==> src/rtl/if_stage.sv <==
// if_stage: RISC-V instruction fetch with PC, imem request/ack, IF/ID register and one-entry skid buffer.
// Ports: i_clk/i_rst clock and sync reset; i_PCSrc/i_branch_target MEM-stage redirect;
// i_stall holds IF/ID; o_imem_req/o_imem_addr/i_imem_ack/i_imem_rdata fetch handshake;
// o_pc/o_pc_plus4/o_instr/o_valid IF/ID entry.
module if_stage #(
  parameter logic [31:0] RESET_PC = 32'h0000_0000
) (
  input  logic        i_clk,
  input  logic        i_rst,
  input  logic        i_PCSrc,
  input  logic [31:0] i_branch_target,
  input  logic        i_stall,
  output logic        o_imem_req,
  output logic [31:0] o_imem_addr,
  input  logic        i_imem_ack,
  input  logic [31:0] i_imem_rdata,
  output logic [31:0] o_pc,
  output logic [31:0] o_pc_plus4,
  output logic [31:0] o_instr,
  output logic        o_valid
);
  typedef enum logic [1:0] {S_IDLE, S_REQ, S_KILL, S_FULL} state_t;
  state_t state_q;
  logic [31:0] pc_q, redir_pc_q, skid_instr_q, tgt;
  assign tgt = {i_branch_target[31:2], 2'b00};
  assign o_imem_req = (state_q == S_REQ) || (state_q == S_KILL);
  assign o_imem_addr = pc_q;
  always_ff @(posedge i_clk) begin
    if (i_rst) begin
      state_q <= S_IDLE;
      pc_q <= RESET_PC;
      redir_pc_q <= '0;
      skid_instr_q <= 32'h0000_0013;
      o_pc <= '0;
      o_pc_plus4 <= 32'd4;
      o_instr <= 32'h0000_0013;
      o_valid <= 1'b0;
    end else if (i_PCSrc) begin
      o_valid <= 1'b0;
      // an unacked request must finish at its own address, so park the target
      if (o_imem_req && !i_imem_ack) begin
        redir_pc_q <= tgt;
        state_q <= S_KILL;
      end else begin
        pc_q <= tgt;
        state_q <= S_REQ;
      end
    end else begin
      case (state_q)
        S_IDLE: begin
          state_q <= S_REQ;
          o_valid <= 1'b0;
        end
        S_REQ: begin
          if (i_imem_ack && !i_stall) begin
            o_pc <= pc_q;
            o_pc_plus4 <= pc_q + 32'd4;
            o_instr <= i_imem_rdata;
            o_valid <= 1'b1;
            pc_q <= pc_q + 32'd4;
          end else if (i_imem_ack) begin
            skid_instr_q <= i_imem_rdata;
            state_q <= S_FULL;
          end else if (!i_stall) begin
            o_valid <= 1'b0;
          end
        end
        S_FULL: begin
          if (!i_stall) begin
            o_pc <= pc_q;
            o_pc_plus4 <= pc_q + 32'd4;
            o_instr <= skid_instr_q;
            o_valid <= 1'b1;
            pc_q <= pc_q + 32'd4;
            state_q <= S_REQ;
          end
        end
        default: begin
          o_valid <= 1'b0;
          if (i_imem_ack) begin
            pc_q <= redir_pc_q;
            state_q <= S_REQ;
          end
        end
      endcase
    end
  end
endmodule

==> config.mk <==
export PLATFORM = sky130hd
export DESIGN_NAME = if_stage
export DESIGN_NICKNAME = d
export VERILOG_FILES = /design/src/rtl/if_stage.sv
export SDC_FILE = /design/constraint.sdc
export NUM_CORES = 1
export LEC_CHECK = 0
export ABC_AREA = 1
export ABC_CLOCK_PERIOD_IN_PS = 2300
export BUFFER_PORTS_ARGS = -buffer_cell sky130_fd_sc_hd__buf_2
export CAP_MARGIN = 5
export CORE_UTILIZATION = 54
export CTS_CLUSTER_DIAMETER = 150
export DETAILED_ROUTE_END_ITERATION = 12
export GPL_ROUTABILITY_DRIVEN = 0
export PLACE_DENSITY = 0.84
export SLEW_MARGIN = 15
export SYNTH_ARGS = -nofsm -noshare
export SYNTH_HDL_FRONTEND = slang
export SYNTH_SLANG_ARGS = --single-unit
==> constraint.sdc <==
create_clock -name i_clk -period 2.3 [get_ports i_clk]
set_clock_uncertainty 0.1 [all_clocks]
set_input_delay 0.345 -clock i_clk [delete_from_list [all_inputs] [get_ports i_clk]]
set_output_delay 0.345 -clock i_clk [all_outputs]
set_load 0.02 [all_outputs]
; Word level (Yosys, flattened, before mapping)
; Index checks and enable logic that the tools add are counted.
[op_classes]
addsub = 1
mul = 0
div = 0
order_cmp = 0
eq_ne = 13
shift = 0
muxes = 25
n_bitwise = 2
n_reduce_logical = 16
[ops]
columns = cell, n
row1 = 32-bit two-way mux, 9
row2 = 32-bit case mux with 2 select lines, 3
row3 = 32-bit case mux with 3 select lines, 1
row4 = 32-bit by 3-bit adder with 32-bit output (second input constant), 1
row5 = 2-bit two-way mux, 6
row6 = 4-bit AND reduction, 3
row7 = 3-bit by 2-bit inequality test with 1-bit output (second input constant), 3
row8 = 3-bit inequality test (second input constant), 3
row9 = 4-bit nonzero test, 2
row10 = 2-bit inequality test (second input constant), 3
row11 = 2-bit case mux with 3 select lines, 1
row12 = 5-bit AND reduction, 1
row13 = 2-bit equality test (second input constant), 2
row14 = 1-bit two-way mux, 4
row15 = 3-bit AND reduction, 1
row16 = 2-bit by 1-bit equality test with 1-bit output (second input constant), 1
row17 = 1-bit logical AND, 2
row18 = 1-bit zero test, 2
row19 = 2-bit zero test, 1
row20 = 2-bit by 1-bit inequality test with 1-bit output (second input constant), 1
row21 = 1-bit NOT, 2
row22 = 1-bit case mux with 2 select lines, 1
row23 = 2-bit AND reduction, 1
row24 = 2-bit nonzero test, 1
row25 = other kinds (2), 2
[word_totals]
regBits = 193
latchBits = 0
ram_bits = 0
mem_bits_ro = 0
word_cells = 65
memories = 0

; Depth between registers and ports, before layout
[logic_depth]
word_depth = 5
depth_mapped = 12
depth_no_buf = 12

; Least setup slack after synthesis
; No wires, ideal clock.
[synth_path]
path_kind = register to register
startpoint = register state_q[0]
endpoint = register pc_q[20] (netlist: o_imem_addr[20])
setup_time_ps = 122
arrival_ps = 1687
required_ps = 2078
path_slack_ps = 391
path_stages_with_launch = 9
cell_sequence = dfxtp_1 > inv_1 > ha_1 > nand3_1 > nand3_1 > nor2_2 > buf_2 > buf_2 > a21oi_1
[synth_between]
elab_chain_len = 5
elab_cells_between_ends = 14
classes_between = eq/ne: 7 / mux: 2 / reduce/logical: 5
[synth_lines]
columns = item, line_no
row1 = "start, declared", 23  ; state_t state_q;
row2 = "start signal, assigned", 30  ; state_q <= S_IDLE;
row3 = "start signal, assigned", 43  ; state_q <= S_KILL;
row4 = "start signal, assigned", 46  ; state_q <= S_REQ;
row5 = 2-bit by 1-bit equality test with 1-bit output or 2-bit equality test (tied branches), 26  ; assign o_imem_req = (state_q == S_REQ) || (state_q == S_KILL);
row6 = 1-bit logical OR *, 26
row7 = named net o_imem_req, 13  ; output logic o_imem_req,
row8 = 1-bit logical AND *, 41  ; if (o_imem_req && !i_imem_ack) begin
row9 = 2-bit inequality test (no line) *, n/a
row10 = 5-bit AND reduction (no line) *, n/a
row11 = "end signal, assigned", 45  ; pc_q <= tgt;
row12 = "end signal, assigned", 60  ; pc_q <= pc_q + 32'd4;
row13 = "end signal, assigned", 74  ; pc_q <= pc_q + 32'd4;
row14 = "end, declared", 24  ; logic [31:0] pc_q, redir_pc_q, skid_instr_q, tgt;
; The timed path passes the listed nets; every way through them passes the cells marked *.
; A chain may end at the register's enable or synchronous reset.

; Worst setup path after layout
[layout_path]
startpoint = register state_q[0]
endpoint = register redir_pc_q[13]
[layout_between]
elab_chain_len = 4
elab_cells_between_ends = 5
classes_between = eq/ne: 2 / reduce/logical: 3
[layout_lines]
columns = item, line_no
row1 = 2-bit by 1-bit equality test with 1-bit output or 2-bit equality test (tied branches), 26
row2 = 1-bit logical OR *, 26
row3 = 1-bit logical AND *, 41
row4 = 2-bit AND reduction (no line) *, n/a
row5 = "end signal, assigned", 42  ; redir_pc_q <= tgt;
row6 = "end, declared", 24
; Every way passes the cells marked *; elsewhere a longest branch is shown, timed or not.

==> results_dict.tcl <==
set metrics [dict create \
    grt-ovfl-total 0 \
    compound_gate_portion_of_the_synthesized_area_pct 24.6 \
    rr_endpoint "redir_pc_q[13]" \
    grt_max_degree 88 \
    drt-pass1-iter-count 7 \
    internal-power_mw 6.27 \
    layout.cells.most_common "nand2_1" \
    postRouteWirelength_um 23300 \
    crit_chain "inv_1 -> ha_1 -> nand3_1 -> buf_4 -> inv_1 -> o21ai_0 -> a21oi_1" \
    worstSetupPathDepth 7 \
    mappedNetlistArea_um2 8290 \
    slew_headroom_pct 57.6 \
    port-buffer-count 190 \
    final.fill_count 1257 \
    initial_utilization_pct 56.2 \
    h-tree-depth 4 \
    cap_violations 0 \
    totalPowerFinal_mw 9.68 \
    whs_path_depth 3 \
    synth_top_family_by_area "compound AO/OA/AOI/OAI gates" \
    crit_path_top_delay_cell "inv_1" \
    viasPerCell 5.48 \
    comb_power_share_pct 26.7 \
    tritoncts_clock_tree "yes" \
    maxSlewViolCount 0 \
    antenna_violations_before_repair 4 \
    p_sw_mw 3.41 \
    path_max_fanout 21 \
    cts_made_buffers 17 \
    synth_cells 1149 \
    clock_path_buffers 2 \
    min_period_over_period_pct 90.4 \
    yosys-mux-area-fraction_pct 0 \
    hold_violations 0 \
    hold_end "skid_instr_q[18]" \
    power_frac_seq_pct 41.3 \
    crit_path_frequent_cell "inv_1" \
    pwr-share-clk_pct 31.9 \
    dr.first_iter.drc_count 757 \
    worst_ep_required_time_ps 2560 \
    min-delay-path-class "in -> reg" \
    worst_setup_path_startpoint "state_q[0]" \
    clk_pin_slew_ps 70 \
    synth-edff-count 0 \
    synth_fa_ha_area_share_pct 0.604 \
    timing.setup.critical_path_class "reg -> reg" \
    worstReg2RegStart "state_q[0]" \
    grt_setup_unrepaired "no" \
    die_height_um 126 \
    share_of_total_power_consumed_by_net_switching_pct 35.2 \
    drive_above_1_share_pct 21.6 \
    worst_path_dominant_cell_family "buffers and inverters" \
    power_leakage_nw 4.66 \
    place_hpwl_um 16100 \
    final_period_minus_worst_setup_slack_ps 2080 \
    wl_per_cell_um 15.4 \
    fmaxAchievable_mhz 481 \
    finalSetupViolations 0 \
    fp.dieW_um 126 \
    cts_resized 0 \
    result_of_the_run "completed" \
    syn_avg_cell_area_um2 7.21 \
    final-seq-area_um2 3740 \
    yosysSeqAreaShare_pct 45.2 \
    post_synthesis_share_of_cell_area_spent_on_and_or_nand_and_nor_gates_pct 18.4 \
    synthXorXnorAreaFrac_pct 1.59 \
    worst_path_largest_cell_delay_ps 470 \
    number_of_distinct_library_cell_variants_in_the_gate_level_netlist_after_synthesis 35 \
    std_cell_rows 44 \
    nNetsFinal 1388 \
    synth_warnings 0 \
    area_growth_pct 21.5 \
    min_from "i_imem_rdata[18]" \
    floorplan.die_area_um2 15800 \
    multi_input_comb_area_um2 3770 \
    drt.antenna.violating_nets 0 \
    first_global_vias 7766 \
    grt_pass1_wl_um 38100 \
    synth-main-ff-cell "dfxtp_1" \
    layout.cells.most_common_list "nand2_1, buf_2, dfxtp_1, a21oi_1, o21ai_0" \
    ios 199 \
    setup.worst_path.end_class "flip-flop" \
    totalNegativeSetupSlack_ps 0 \
    worst_skew_pair.late_latency_ps 440 \
    timing_worst_slew_pin_value_ps 636 \
    vias 8302 \
    asyncSetResetFlopFracSynth_pct 0 \
    count_of_buffers_added_by_post_cts_timing_repair_for_setup 0 \
    critical_path_arrival_ps 2340 \
    cellPowerDensity_nw_per_um2 962 \
    peak_vdd_ir_uv 578 \
    clock_tree.root_cell "clkbuf_16" \
    count_of_hold_buffers_inserted_by_post_cts_repair 0 \
    ys_seq_elements 187 \
    r2r_setup_slack_ps 220 \
    cp.buffers_inverters 3 \
    fp.coreArea_um2 14800 \
    tot_gr_track_use_pct 30.0 \
    drcViolationCount 0 \
    cts_num_sinks 187 \
    critPathLaunchType "flip-flop" \
    rr_worst_depth 7 \
]
metrics by stage:
step	hold WS (ps)	util (%)	setup WS [ps]	instance area [um2]	std cells
CTS	32.5	68.2	260	10100	1512
floorplan	325	-	391	8310	1154
finish	40.0	68.2	220	10100	1515
global route	38.1	68.2	45.6	10100	1514
detailed placement	339	63.9	279	9430	1480
global placement	334	63.9	316	9430	1480
area by class of cell:
type / instances / share of cell area (%)
antenna: 3 / 0.0746
clock buffer: 18 / 4.36
clock inverter: 14 / 1.83
inverter: 110 / 4.14
multi-input combinational: 775 / 37.5
sequential: 187 / 37.2
tap: 184 / 2.29
timing repair buffer: 224 / 12.6
how the worst max path moves through the flow:
| stage | slack, ps | to |
|---|---|---|
| floorplan | 390 | o_imem_addr[20] |
| detailed placement | 280 | o_instr[6] |
| global placement | 320 | o_pc_plus4[15] |
| CTS | 260 | o_pc_plus4[27] |
| finish | 220 | redir_pc_q[13] |
| global route | 50 | o_instr[3] |
per-layer routing:
layer,vias to the layer above,track usage [%],part of all wire (%)
li1,4117,-,-
met1,3776,38.1,43
met2,358,47.9,45
met3,49,8.84,8.4
met4,2,12.3,2.9
met5,-,0,0.043
worst reg2reg max path: cells and delay by family (launching register included):
kind	cells	cell delay [ps]
buffers and inverters	3	710
adders and majority gates	1	320
DFF	1	380
and+or+nand+nor	1	140
AOI/OAI and AO/OA	2	360
state kept, by name, summed over array words and instances, names as in the netlist:
signal	cells
o_pc	30
redir_pc_q	30
skid_instr_q	32
o_imem_addr	30
state_q	2
o_pc_plus4	30
o_valid	1
o_instr	32
synth_stat cells (2+ instances only):
cell type  count  area share, %
a21oi_1      163            9.8
a31oi_1       31            2.3
buf_1          2          0.091
buf_2         25            1.5
buf_4         11            1.0
clkbuf_1      44            2.0
dfxtp_1      187             45
ha_1           4           0.60
inv_1        102            4.6
inv_2          7           0.32
nand2_1      257             12
nand2_2        4           0.30
nand3_1       26            1.6
nand3_2        2           0.24
nand3b_1       4           0.36
nor2_1        54            2.4
nor2_2         8           0.60
nor2_4         5           0.68
o211ai_1      19            1.7
o21a_1         8           0.72
o21ai_0      131            7.9
o21ai_1       28            1.7
o21bai_1       2           0.18
xnor2_1        6           0.63
xor2_1         9           0.95
power groups by stage:
| stage | combinational [mW] | sequential, mW | clock [mW] |
|---|---|---|---|
| finish | 2.59 | 4.00 | 3.09 |
| global route | 2.82 | 4.05 | 3.27 |
| CTS | 2.57 | 3.99 | 3.12 |
| detailed placement | 2.54 | 4.06 | 0 |
| global placement | 2.50 | 4.04 | 0 |
| floorplan | 1.28 | 4.40 | 0 |
cell families (layout without fill, tap and decap cells):
kind of cell             Yosys count  in the layout
AO/OA/AOI/OAI                    384            384
adder cells (fa/ha/maj)            4              4
buffers and inverters            192            366
XOR/XNOR                          15             15
other                              1              9
flip-flops                       187            187
AND/OR/NAND/NOR                  366            366
(Power assumes the default switching activity.)
